==> src/rtl/fetch_pkg.sv <==
// Shared types and constants for the instruction fetch stage.
package fetch_pkg;

  localparam int unsigned PC_W    = 64;
  localparam int unsigned INSTR_W = 32;
  localparam int unsigned PC_INC  = 4;

  typedef enum logic [1:0] {
    IDLE    = 2'd0,
    REQ     = 2'd1,
    HOLD    = 2'd2,
    DISCARD = 2'd3
  } fetch_state_t;

  typedef struct packed {
    logic [INSTR_W-1:0] instr;
    logic [PC_W-1:0]    pc;
  } fetch_entry_t;

endpackage

==> src/rtl/fetch_if.sv <==
// Instruction-memory read channel: level request held until a single rvalid.
interface fetch_if #(
  parameter int unsigned N       = 64,
  parameter int unsigned INSTR_W = 32
);
  logic               imem_req;
  logic [N-1:0]       imem_addr;
  logic               imem_rvalid;
  logic [INSTR_W-1:0] imem_rdata;

  modport master (
    output imem_req,
    output imem_addr,
    input  imem_rvalid,
    input  imem_rdata
  );

  modport slave (
    input  imem_req,
    input  imem_addr,
    output imem_rvalid,
    output imem_rdata
  );
endinterface

==> src/rtl/fetch_skid_buf.sv <==
// One-entry skid buffer catching a fetch response that lands during a decode stall.
module fetch_skid_buf
  import fetch_pkg::*;
(
  input  logic         clk,
  input  logic         rst_n,
  input  logic         load_i,
  input  logic         unload_i,
  input  logic         clear_i,
  input  fetch_entry_t data_i,
  output fetch_entry_t data_o,
  output logic         full_o
);

  fetch_entry_t data_q;
  logic         full_q;

  // Clear wins over load so a redirect never leaves wrong-path data behind.
  always_ff @(posedge clk or negedge rst_n) begin
    if (!rst_n) begin
      data_q <= '0;
      full_q <= 1'b0;
    end else begin
      if (clear_i || unload_i) begin
        full_q <= 1'b0;
      end else if (load_i) begin
        full_q <= 1'b1;
      end
      if (load_i && !clear_i) begin
        data_q <= data_i;
      end
    end
  end

  assign data_o = data_q;
  assign full_o = full_q;

endmodule

==> src/rtl/fetch_unit.sv <==
// Fetch stage: PC, single-outstanding imem reads, stall skid and branch redirect/flush.
module fetch_unit
  import fetch_pkg::*;
#(
  parameter int unsigned N        = 64,
  parameter logic [N-1:0] RESET_PC = '0,
  parameter int unsigned INSTR_W  = fetch_pkg::INSTR_W
) (
  input  logic               clk,
  input  logic               reset,
  input  logic               PCSrc_W,
  input  logic [N-1:0]       PCBranch_W,
  input  logic               stall_F,
  fetch_if.master            imem,
  output logic               valid_F,
  output logic [INSTR_W-1:0] instr_F,
  output logic [N-1:0]       pc_F,
  output logic               flush_D,
  output logic               flush_E,
  output logic               flush_M
);

  fetch_state_t       state_q, state_d;
  logic [N-1:0]       pc_q, pc_d;
  logic [N-1:0]       pend_q, pend_d;
  logic               vld_q, vld_d;
  logic [INSTR_W-1:0] instr_q, instr_d;
  logic [N-1:0]       pcf_q, pcf_d;

  logic         skid_load, skid_unload, skid_clear, skid_full;
  fetch_entry_t skid_in, skid_out;
  logic         unused_branch_lsb;

  assign skid_in.instr     = imem.imem_rdata;
  assign skid_in.pc        = pc_q;
  assign unused_branch_lsb = ^PCBranch_W[1:0];

  fetch_skid_buf u_skid (
    .clk      (clk),
    .rst_n    (reset),
    .load_i   (skid_load),
    .unload_i (skid_unload),
    .clear_i  (skid_clear),
    .data_i   (skid_in),
    .data_o   (skid_out),
    .full_o   (skid_full)
  );

  always_ff @(posedge clk or negedge reset) begin
    if (!reset) begin
      state_q <= IDLE;
      pc_q    <= RESET_PC;
      pend_q  <= RESET_PC;
      vld_q   <= 1'b0;
      instr_q <= '0;
      pcf_q   <= '0;
    end else begin
      state_q <= state_d;
      pc_q    <= pc_d;
      pend_q  <= pend_d;
      vld_q   <= vld_d;
      instr_q <= instr_d;
      pcf_q   <= pcf_d;
    end
  end

  always_comb begin
    state_d     = state_q;
    pc_d        = pc_q;
    pend_d      = pend_q;
    vld_d       = vld_q;
    instr_d     = instr_q;
    pcf_d       = pcf_q;
    skid_load   = 1'b0;
    skid_unload = 1'b0;
    skid_clear  = 1'b0;

    unique case (state_q)
      IDLE: state_d = REQ;
      REQ: begin
        pend_d = pc_q;
        if (imem.imem_rvalid) begin
          pc_d = pc_q + N'(PC_INC);
          if (!stall_F) begin
            vld_d   = 1'b1;
            instr_d = imem.imem_rdata;
            pcf_d   = pc_q;
          end else begin
            skid_load = 1'b1;
            state_d   = HOLD;
          end
        end else if (!stall_F) begin
          vld_d = 1'b0;
        end
      end
      HOLD: begin
        if (!stall_F) begin
          state_d = REQ;
          if (skid_full) begin
            vld_d       = 1'b1;
            instr_d     = skid_out.instr;
            pcf_d       = skid_out.pc;
            skid_unload = 1'b1;
          end
        end
      end
      DISCARD: begin
        vld_d = 1'b0;
        if (imem.imem_rvalid) state_d = REQ;
      end
      default: state_d = IDLE;
    endcase

    // Redirect overrides stall and response; an in-flight request is drained in DISCARD.
    if (PCSrc_W) begin
      pc_d        = {PCBranch_W[N-1:2], 2'b00};
      vld_d       = 1'b0;
      instr_d     = instr_q;
      pcf_d       = pcf_q;
      skid_load   = 1'b0;
      skid_unload = 1'b0;
      skid_clear  = 1'b1;
      unique case (state_q)
        REQ:     state_d = imem.imem_rvalid ? REQ : DISCARD;
        DISCARD: state_d = DISCARD;
        default: state_d = REQ;
      endcase
    end
  end

  assign imem.imem_req  = (state_q == REQ) || (state_q == DISCARD);
  assign imem.imem_addr = (state_q == DISCARD) ? pend_q : pc_q;

  assign valid_F = vld_q;
  assign instr_F = instr_q;
  assign pc_F    = pcf_q;
  assign flush_D = PCSrc_W;
  assign flush_E = PCSrc_W;
  assign flush_M = PCSrc_W;

endmodule

==> src/flat_wrapper.sv <==
// flat-port wrapper written by rule: the top's interface ports become plain ports
module fetch_unit_flat import fetch_pkg::*;
#(
  parameter int unsigned N        = 64,
  parameter logic [N-1:0] RESET_PC = '0,
  parameter int unsigned INSTR_W  = fetch_pkg::INSTR_W
)
  (clk, reset, PCSrc_W, PCBranch_W, stall_F, valid_F, instr_F, pc_F, flush_D, flush_E, flush_M, imem_imem_req, imem_imem_addr, imem_imem_rvalid, imem_imem_rdata);
  fetch_if #(.N(N), .INSTR_W(INSTR_W)) imem_i ();
  input  logic clk;
  input  logic reset;
  input  logic PCSrc_W;
  input  logic [N-1:0] PCBranch_W;
  input  logic stall_F;
  output logic valid_F;
  output logic [INSTR_W-1:0] instr_F;
  output logic [N-1:0] pc_F;
  output logic flush_D;
  output logic flush_E;
  output logic flush_M;
  output wire logic [$bits(imem_i.imem_req)-1:0] imem_imem_req;
  output wire logic [$bits(imem_i.imem_addr)-1:0] imem_imem_addr;
  input wire logic [$bits(imem_i.imem_rvalid)-1:0] imem_imem_rvalid;
  input wire logic [$bits(imem_i.imem_rdata)-1:0] imem_imem_rdata;
  assign imem_imem_req = imem_i.imem_req;
  assign imem_imem_addr = imem_i.imem_addr;
  assign imem_i.imem_rvalid = imem_imem_rvalid;
  assign imem_i.imem_rdata = imem_imem_rdata;
  fetch_unit #(.N(N), .RESET_PC(RESET_PC), .INSTR_W(INSTR_W)) u_core (.clk(clk), .reset(reset), .PCSrc_W(PCSrc_W), .PCBranch_W(PCBranch_W), .stall_F(stall_F), .imem(imem_i), .valid_F(valid_F), .instr_F(instr_F), .pc_F(pc_F), .flush_D(flush_D), .flush_E(flush_E), .flush_M(flush_M));
endmodule
==> config.mk <==
export PLATFORM = sky130hd
export DESIGN_NAME = fetch_unit_flat
export DESIGN_NICKNAME = d
export VERILOG_FILES = /design/src/rtl/fetch_pkg.sv /design/src/rtl/fetch_if.sv /design/src/rtl/fetch_skid_buf.sv /design/src/rtl/fetch_unit.sv /design/src/flat_wrapper.sv
export SDC_FILE = /design/constraint.sdc
export NUM_CORES = 1
export LEC_CHECK = 0
export BUFFER_PORTS_ARGS = -buffer_cell sky130_fd_sc_hd__buf_2
export CORE_MARGIN = 2
export CORE_UTILIZATION = 35
export DETAILED_ROUTE_END_ITERATION = 8
export PLACE_DENSITY = 0.58
export SLEW_MARGIN = 0
export SYNTH_ARGS = -nofsm -noshare
export SYNTH_HDL_FRONTEND = slang
export SYNTH_HIERARCHICAL = 1
export SYNTH_SLANG_ARGS = --single-unit
==> constraint.sdc <==
create_clock -name clk -period 4.2 [get_ports clk]
set_clock_uncertainty 0.05 [all_clocks]
set_input_delay 0.63 -clock clk [delete_from_list [all_inputs] [get_ports clk]]
set_output_delay 0.63 -clock clk [all_outputs]
set_load 0.02 [all_outputs]
==> impl_metrics.tcl <==
set metrics [dict create \
    synthArstFlopShare 1.000 \
    slew_headroom 0.3361 \
    nFillCells 4194 \
    netlist.top_cell.by_area "dfrtp_1" \
    fmax_mhz 289.1 \
    ys_seq_area_frac 0.5219 \
    core_mm2 0.04317 \
    layout.nets 1652 \
    antenna_found_initial 1 \
    fin_crit_sh 0.8234 \
    cts_tree "built" \
    post_cts_buffers 0 \
    cts_resized 0 \
    synth_edf_count 0 \
    dp_slack_ns 0.9969 \
    first_pass_iters 5 \
    die_x_um 213.4 \
    critPathKind "flip-flop to output port" \
    dp_hpwl_um 26220 \
    vias 10870 \
    critPathMaxFanout 61 \
    worst_slew_pin_slew_ns 0.9959 \
    wl_per_cell_um 18.57 \
    root_buffer "clkbuf_16" \
    place_congestion 0.7576 \
    synth.distinct_cells 59 \
    fin_util 0.4268 \
    synthTopCellsByArea "dfrtp_1 52%, mux2_2 13%, mux2i_1 6.3%, mux2_4 3.9%, a21oi_1 3.2%" \
    drt-initial-drc-count 731 \
    drv_slew 0 \
    numPortBuffers 261 \
    grt_usage 0.1761 \
    clk_pin_slew_ns 0.05 \
    worstSetupEndpointType "output port" \
    cp.required_ns 3.52 \
    grt_max_degree 101 \
    h-tree-depth 2 \
    areaGrowthSynthToFinish_pct 20.09 \
    antenna_left 0 \
    finalHoldViolCount 0 \
    syn_area_mm2 0.01534 \
    cp_data_arrival_time_ns 2.78 \
    rows 76 \
    start_kind "flip-flop" \
    final_common_cell "dfrtp_1" \
    yosysTopAreaCellShare 0.5219 \
    vias_per_cell 5.031 \
    syn_area_per_cell_um2 11.56 \
    insertion_delay_ns 0.54 \
    rsz0062_at_grt "false" \
    drive_above_1_share 0.3657 \
    ios 266 \
    power.leakage_nw 7.775 \
    synth-seq-cells 320 \
    postCtsHoldBufs 0 \
    synthFlopType "dfrtp_1" \
    die-area_mm2 0.04553 \
    drc_errors 0 \
    min_period_ns 3.458 \
    setup_viol 0 \
    grt_overflow 0 \
    finalWorstSetupSlack_ns 0.7416 \
    clock_path_buffers 3 \
    final_cell_mix "320 x dfrtp_1, 259 x buf_2, 173 x mux2_2, 112 x nor2_1, 99 x a21oi_1" \
    synthCells 1327 \
    maxCapViolCount 0 \
    grt_pass1_vias 10980 \
    wl_um 40100 \
    power_density_mw_per_mm2 731.7 \
    grt_pass1_wl_um 62370 \
    cts_buffers 38 \
    hold_path.class "input pin to asynchronous set/reset pin" \
    cts.sink_count 320 \
    die_h_um 213.4 \
    ys.warnings.count 6 \
    vdd_ir_drop_max_uv 585.5 \
    fin_setup_tns_ns 0 \
    status "completed" \
    initial_core_util 0.3554 \
    n_antenna_cell 0 \
]
-- where the power goes --
part	switching [W]	internal (W)
registers	0.000744	0.00436
logic	0.00284	0.00220
clock network	0.00129	0.00206
-- state kept, by name, indices dropped and copies added, names as in the netlist --
name / cells
u_core/valid_F: 1
u_core/pc_F: 64
u_core/pend_q: 62
u_core/pc_q: 62
u_core/u_skid/data_o: 96
u_core/u_skid/full_o: 1
u_core/instr_F: 32
u_core/state_q: 2
-- critical path: stages, from the launching register on --
cell	delay, ns
dfrtp_1	0.47
ha_4	0.85
buf_4	0.37
mux2_2	0.37
buf_2	0.16
-- logic make-up (layout without fill, tap and decap cells) --
| family | count (synthesis) | count (layout) | synth area share |
|---|---|---|---|
| buffers and inverters | 120 | 365 | 0.03857 |
| adder cells (fa/ha/maj) | 4 | 4 | 0.003262 |
| other | 1 | 4 | 0.0002444 |
| AO/OA/AOI/OAI | 185 | 185 | 0.06703 |
| AND/OR/NAND/NOR | 352 | 352 | 0.1197 |
| multiplexers | 310 | 310 | 0.2294 |
| flip-flops | 320 | 320 | 0.5219 |
| XOR/XNOR | 35 | 35 | 0.01998 |
-- through the flow --
stage | instance area (µm²) | instances | hold WS, ns | power, W
finish | 18430 | 2160 | 0.07760 | 0.01348
global route | 18430 | 2160 | 0.1275 | 0.01432
CTS | 18430 | 2160 | 0.09241 | 0.01367
detailed placement | 17140 | 2092 | 0.4401 | 0.01024
global placement | 17140 | 2092 | 0.4334 | 0.01011
floorplan | 15360 | 1330 | 0.2844 | 0.008563
-- path summary, 6_finish.rpt --
kind	to	slack, ns	from	cells past startpoint
max	imem_imem_addr[20]	0.74	u_core/state_q[0]	4
min	u_core/u_skid/data_o[86]	0.08	reset	1
max reg2reg	u_core/pc_q[63]	1.05	u_core/state_q[1]	7
min reg2reg	u_core/pend_q[32]	0.45	u_core/pend_q[32]	1
max in group asynchronous	u_core/pc_q[40]	3.12	reset	2
min in group clk	u_core/pc_q[26]	0.26	PCBranch_W[26]	3
-- per-layer routing --
metal | vias up | routed length [µm] | global-route usage
met5 | - | 13 | 0
met4 | 2 | 804 | 0.05412
met3 | 53 | 1703 | 0.02958
met2 | 221 | 18580 | 0.2827
met1 | 5455 | 19000 | 0.2444
li1 | 5135 | - | -
-- area by class of cell --
type / instances / area [µm²] / share of cell area
tap: 585 / 732.0 / 0.03972
clock inverter: 8 / 97.59 / 0.005296
clock buffer: 60 / 1187 / 0.06444
multi-input combinational: 890 / 6807 / 0.3694
sequential: 320 / 8008 / 0.4345
timing repair buffer: 279 / 1529 / 0.08297
inverter: 18 / 67.56 / 0.003666
-- Yosys cell counts, types with 2 or more instances --
| master | count |
|---|---|
| buf_4 | 7 |
| nand3b_1 | 2 |
| ha_1 | 4 |
| nand4_1 | 25 |
| and4_1 | 4 |
| mux2_4 | 40 |
| o21ai_1 | 11 |
| nor4_4 | 3 |
| nor2b_1 | 17 |
| buf_2 | 19 |
| xnor2_1 | 20 |
| nand3_2 | 3 |
| nor3_1 | 17 |
| or3_1 | 4 |
| xor2_1 | 15 |
| o31a_1 | 2 |
| nor4_2 | 5 |
| a221o_1 | 6 |
| nor4_1 | 8 |
| o21ai_0 | 42 |
| or4_1 | 12 |
| buf_1 | 14 |
| and3_1 | 8 |
| buf_6 | 2 |
| clkbuf_1 | 55 |
| a21o_1 | 2 |
| nand3_1 | 35 |
| a221oi_1 | 2 |
| and2_1 | 3 |
| nor2_1 | 112 |
| nand2_1 | 76 |
| nor3b_1 | 3 |
| or2_2 | 2 |
| a21oi_1 | 99 |
| mux2_2 | 173 |
| mux2i_1 | 97 |
| a31oi_1 | 5 |
| dfrtp_1 | 320 |
| nand4_2 | 4 |
| o211ai_1 | 2 |
| nor4b_1 | 2 |
| nand2b_1 | 2 |
| inv_1 | 17 |
| a22oi_1 | 8 |
| buf_12 | 4 |
(Power assumes the default switching activity.)
